$ cat config.mk
export PLATFORM = sky130hd
export DESIGN_NAME = spm_way_init_ctrl
export DESIGN_NICKNAME = d
export VERILOG_FILES = /design/src/rtl/wt_cache_pkg.sv /design/src/rtl/spm_way_init_ctrl.sv
export SDC_FILE = /design/constraint.sdc
export NUM_CORES = 1
export LEC_CHECK = 0
export ABC_CLOCK_PERIOD_IN_PS = 1900
export CORE_MARGIN = 1
export CORE_UTILIZATION = 34
export CTS_CLUSTER_DIAMETER = 100
export DETAILED_ROUTE_END_ITERATION = 10
export PLACE_DENSITY = 0.94
export REMOVE_ABC_BUFFERS = 1
export SETUP_SLACK_MARGIN = 0.4
export SLEW_MARGIN = 20
export SYNTH_ARGS = -nofsm -noshare
export SYNTH_HDL_FRONTEND = slang
export SYNTH_SLANG_ARGS = --single-unit
$ cat constraint.sdc
create_clock -name clk_i -period 1.9 [get_ports clk_i]
set_input_delay 0.19 -clock clk_i [delete_from_list [all_inputs] [get_ports clk_i]]
set_output_delay 0.19 -clock clk_i [all_outputs]
set_load 0.01 [all_outputs]
$ cat src/rtl/wt_cache_pkg.sv
// Shared cache/SPM types: the way-init sequencer state encoding and line-index width.
package wt_cache_pkg;

    typedef enum logic [1:0] {
        SPM_INIT_IDLE,
        SPM_INIT_DRAIN,
        SPM_INIT_CLEAR,
        SPM_INIT_COMMIT
    } spm_init_state_t;

    localparam int unsigned SPM_INIT_NUM_LINES = 256;
    localparam int unsigned SPM_INIT_LINES_W   = $clog2(SPM_INIT_NUM_LINES);

endpackage

$ cat src/rtl/spm_way_init_ctrl.sv
// Sequences cache ways into/out of SPM mode: removals take effect at once,
// additions are zero-filled line by line before being published.
module spm_way_init_ctrl
    import wt_cache_pkg::*;
#(
    parameter int unsigned NR_WAYS        = 4,
    parameter int unsigned NUM_LINES      = SPM_INIT_NUM_LINES,
    parameter int unsigned MEMORY_WIDTH   = 173,
    parameter int unsigned NR_WAIT_STAGES = 1
) (
    input  logic                            clk_i,
    input  logic                            rst_i,
    input  logic [NR_WAYS-1:0]              cfg_ways_i,
    input  logic                            cfg_valid_i,
    output logic                            cfg_ready_o,
    output logic [NR_WAYS-1:0]              active_ways_o,
    output logic                            hold_o,
    output logic                            done_o,
    output logic [NR_WAYS-1:0]              mem_req_o,
    input  logic                            mem_gnt_i,
    output logic [$clog2(NUM_LINES)-1:0]    mem_addr_o,
    output logic [MEMORY_WIDTH-1:0]         mem_wdata_o,
    output logic                            mem_we_o,
    output logic [(MEMORY_WIDTH+7)/8-1:0]   mem_be_o
);

    localparam int unsigned LINE_W = $clog2(NUM_LINES);
    localparam int unsigned WAIT_W = $clog2(NR_WAIT_STAGES + 1);
    localparam logic [LINE_W-1:0] LAST_LINE = LINE_W'(NUM_LINES - 1);

    spm_init_state_t     state_q, state_d;
    logic [WAIT_W-1:0]   wait_q, wait_d;
    logic [LINE_W-1:0]   line_q, line_d;
    logic [NR_WAYS-1:0]  add_q, add_d;
    logic [NR_WAYS-1:0]  keep_q, keep_d;
    logic [NR_WAYS-1:0]  active_q, active_d;
    logic                done_q, done_d;

    always_ff @(posedge clk_i or posedge rst_i) begin
        if (rst_i) begin
            state_q  <= SPM_INIT_IDLE;
            wait_q   <= '0;
            line_q   <= '0;
            add_q    <= '0;
            keep_q   <= '0;
            active_q <= '0;
            done_q   <= 1'b0;
        end else begin
            state_q  <= state_d;
            wait_q   <= wait_d;
            line_q   <= line_d;
            add_q    <= add_d;
            keep_q   <= keep_d;
            active_q <= active_d;
            done_q   <= done_d;
        end
    end

    always_comb begin
        state_d     = state_q;
        wait_d      = wait_q;
        line_d      = line_q;
        add_d       = add_q;
        keep_d      = keep_q;
        active_d    = active_q;
        done_d      = 1'b0;
        cfg_ready_o = 1'b0;
        hold_o      = 1'b0;
        mem_req_o   = '0;

        case (state_q)
            SPM_INIT_IDLE: begin
                cfg_ready_o = 1'b1;
                if (cfg_valid_i) begin
                    add_d    = cfg_ways_i & ~active_q;
                    keep_d   = cfg_ways_i & active_q;
                    // Revoked ways disappear immediately; new ones wait for the fill.
                    active_d = keep_d;
                    wait_d   = WAIT_W'(NR_WAIT_STAGES);
                    state_d  = (add_d == '0) ? SPM_INIT_COMMIT : SPM_INIT_DRAIN;
                end
            end
            SPM_INIT_DRAIN: begin
                hold_o = 1'b1;
                wait_d = wait_q - WAIT_W'(1);
                if (wait_q == WAIT_W'(1)) begin
                    state_d = SPM_INIT_CLEAR;
                    line_d  = '0;
                end
            end
            SPM_INIT_CLEAR: begin
                hold_o    = 1'b1;
                mem_req_o = add_q;
                // A denied write holds the address so no line is skipped.
                if (mem_gnt_i) begin
                    if (line_q == LAST_LINE) begin
                        state_d = SPM_INIT_COMMIT;
                    end else begin
                        line_d = line_q + LINE_W'(1);
                    end
                end
            end
            SPM_INIT_COMMIT: begin
                hold_o   = 1'b1;
                active_d = keep_q | add_q;
                done_d   = 1'b1;
                state_d  = SPM_INIT_IDLE;
            end
            default: begin
                state_d = SPM_INIT_IDLE;
            end
        endcase
    end

    assign active_ways_o = active_q;
    assign done_o        = done_q;
    assign mem_addr_o    = line_q;
    assign mem_wdata_o   = '0;
    assign mem_we_o      = (mem_req_o != '0);
    assign mem_be_o      = '1;

endmodule

==> metrics.txt <==
Routed Antenna Nets=0; critical path class=reg2out; Critical-path top delay cell=or4_1; initial core utilization=35.54%; die footprint=8569 um^2; GPL Wtd Cong=0.9317; initial drt markers=46; register area share after synthesis=a little over a fifth; Core Util, Final=37.85%; Avg Inst Size Synth=between 8 and 9 um^2; routed len/inst=9.489 um; leading cell types in the layout, fill and taps excluded=conb_1 (195), buf_4 (25), nand2_1 (22); Ys Warns=0; GRT Overall Usage=9.589%; vias in the first global route=around 1,300; Final Skew=0.006900 ns; Max-cap violations=0; Total Nets Final=419; power per standard cell area=1144 nW/um^2; largest net degree at the start of global routing=25; DRT Pass-1 Iters=4; initial antenna violation count=0; Crit path buffers/inverters=1; critical path endpoint category=output port; share of cells above drive strength 1=roughly 20%; Setup Viol. Count Final=0; hold buffer count at CTS=0; critical path arrival=1.66 ns; final hold violations=0; RSZ-0062 raised after global routing=yes; Clock Latency Late Sink=0.27 ns; status=finished, final reports clean; chip height=92.57 um; CTS HTree Levels=1; ys async rst share=100.0%; Peak VDD IR=0.0004800 V; gr ovfl total=0; Inserted Clock Buffers=3; top-level port count=approximately 220; # diodes=0; crit share post-route=97.23%; Synth-to-Final Area Change=6.505%; Yosys reg bits=24; Primary FF master, synth=dfrtp_1; leak pwr=0.001628 uW; CTS sink count=24; global-route wire length before repair=6610 um; via count=1,846; Core Footprint=7848 um^2; DRC viols=0; final-report max-slew violation count=0; Hold Path Class=in2async; crit start category=flop; Mapped Area=2789 um^2; CTS Buffer Depth=2; Placement Cell Area=2539 um^2; Routed WL=4811 um; final instance area=2970 um^2; Yosys cell types=35; TritonCTS clock tree=yes; die width=92.57 um; commonest non-fill, non-tap cell in the layout=conb_1; hpwl dp=3365 um; Critical Path RT=~1.7 ns; Worst-path clk slew=about 0.090 ns; port buffer count=27; vias per cell=between 3 and 4; Mapped Cells=344; Worst Path Max Fanout=5; CTS root buf=clkbuf_8; crit path time final=1.847 ns; FP Rows=32; FMAX=541.3 MHz; crit path cell chain=ha_4, and2_4, or4_1, buf_2; Post-synth EDFFs=0; CP top delay family=simple AND/OR/NAND/NOR gates; Worst path max stage delay=approximately 0.50 ns
[sequential cells by signal, indices dropped and copies added (netlist names)]
name,flops
wait_q,1
active_ways_o,4
mem_addr_o,8
add_q,4
state_q,2
keep_q,4
done_o,1
[kinds of logic (layout without fill, tap and decap cells)]
group / after synthesis / after routing / share of synthesized area, %
buffers and inverters: 205 / 73 / 53.93
adder cells (fa/ha/maj): 5 / 5 / 2.243
AND/OR/NAND/NOR: 61 / 61 / 11.35
other: 2 / 195 / 0.2693
multiplexers: 2 / 2 / 0.7178
XOR/XNOR: 1 / 1 / 0.3141
flip-flops: 24 / 24 / 21.53
AO/OA/AOI/OAI: 44 / 44 / 9.646
[routing by layer]
layer	wire length [um]	track usage [%]	share of wire, %
met5	0	0	0
met3	374	1.642	7.8
met2	2577	16.91	54
met4	93	5.599	1.9
met1	1766	10.79	37
[worst paths after layout]
path | startpoint | end | slack [ns] | cells after the start
max in group asynchronous | rst_i | mem_addr_o[4] | 1.35 | 3
worst min-delay path | rst_i | keep_q[1] | 0.29 | 3
worst max-delay path | state_q[1] | mem_we_o | 0.05 | 4
worst min register to register | keep_q[1] | keep_q[1] | 0.50 | 2
min in group clk_i | keep_q[1] | keep_q[1] | 0.50 | 2
worst max register to register | state_q[1] | active_ways_o[0] | 0.16 | 10
[stage by stage]
| stage | worst slack (ns) | std cells | hold WS [ns] | TNS [ns] | total power, uW |
|---|---|---|---|---|---|
| 3_3_place_gp | -0.07487 | 481 | 0.4627 | -0.07487 | 2241 |
| 3_5_place_dp | -0.1154 | 481 | 0.4814 | -0.1154 | 2271 |
| 6_report | 0.05264 | 507 | 0.2918 | 0 | 3398 |
| 5_1_grt | 0.0007190 | 507 | 0.3335 | 0 | 3629 |
| 2_1_floorplan | 0.05032 | 337 | 0.2046 | 0 | 1658 |
| 4_1_cts | 0.03234 | 498 | 0.3172 | 0 | 3118 |
[tightest hold or removal path, cell delays in order]
cell and delay [ns]:
clkdlybuf4s50_1 0.40, inv_1 0.06, buf_4 0.30
[cell usage after synthesis, types with 2 or more instances]
master / count / share of area (%)
nor2b_1: 4 / 0.90
nand2b_1: 6 / 1.3
o21ai_0: 23 / 4.1
a21oi_1: 7 / 1.3
nand4_1: 4 / 0.90
dfrtp_1: 24 / 22
nand3_1: 5 / 0.90
inv_1: 5 / 0.67
nand2_1: 23 / 3.1
and2_1: 4 / 0.90
clkbuf_1: 3 / 0.40
mux2i_1: 2 / 0.72
nor2_1: 9 / 1.2
o41ai_1: 2 / 0.63
ha_1: 5 / 2.2
o21a_1: 3 / 0.81
a31oi_1: 2 / 0.45
buf_4: 195 / 52
conb_1: 2 / 0.27
[cell type report]
cell class / instances / area, um^2
Fill cell: 774 / 4877
Multi-Input combinational cell: 308 / 1538
Sequential cell: 24 / 605.6
Timing Repair Buffer: 64 / 601.8
Tap cell: 102 / 127.6
Clock buffer: 3 / 41.29
Clock inverter: 1 / 30.03
Inverter: 5 / 26.28
[power by group]
group | total [uW] | internal [uW] | switching [uW] | leakage, uW
Combinational | 2120 | 1040 | 1080 | 0.00128
Clock | 446 | 281 | 164 | 0.0000357
Sequential | 832 | 685 | 147 | 0.000310
[what timing repair did]
item | CTS | global route
gates resized for setup | 75 | 23
buffers inserted | 13 | 8
cloned | 0 | 1
endpoints found under the hold margin | 0 | 0
pin swaps | 9 | 5
setup endpoints to repair | 25 | 28
(Power assumes the default switching activity.)
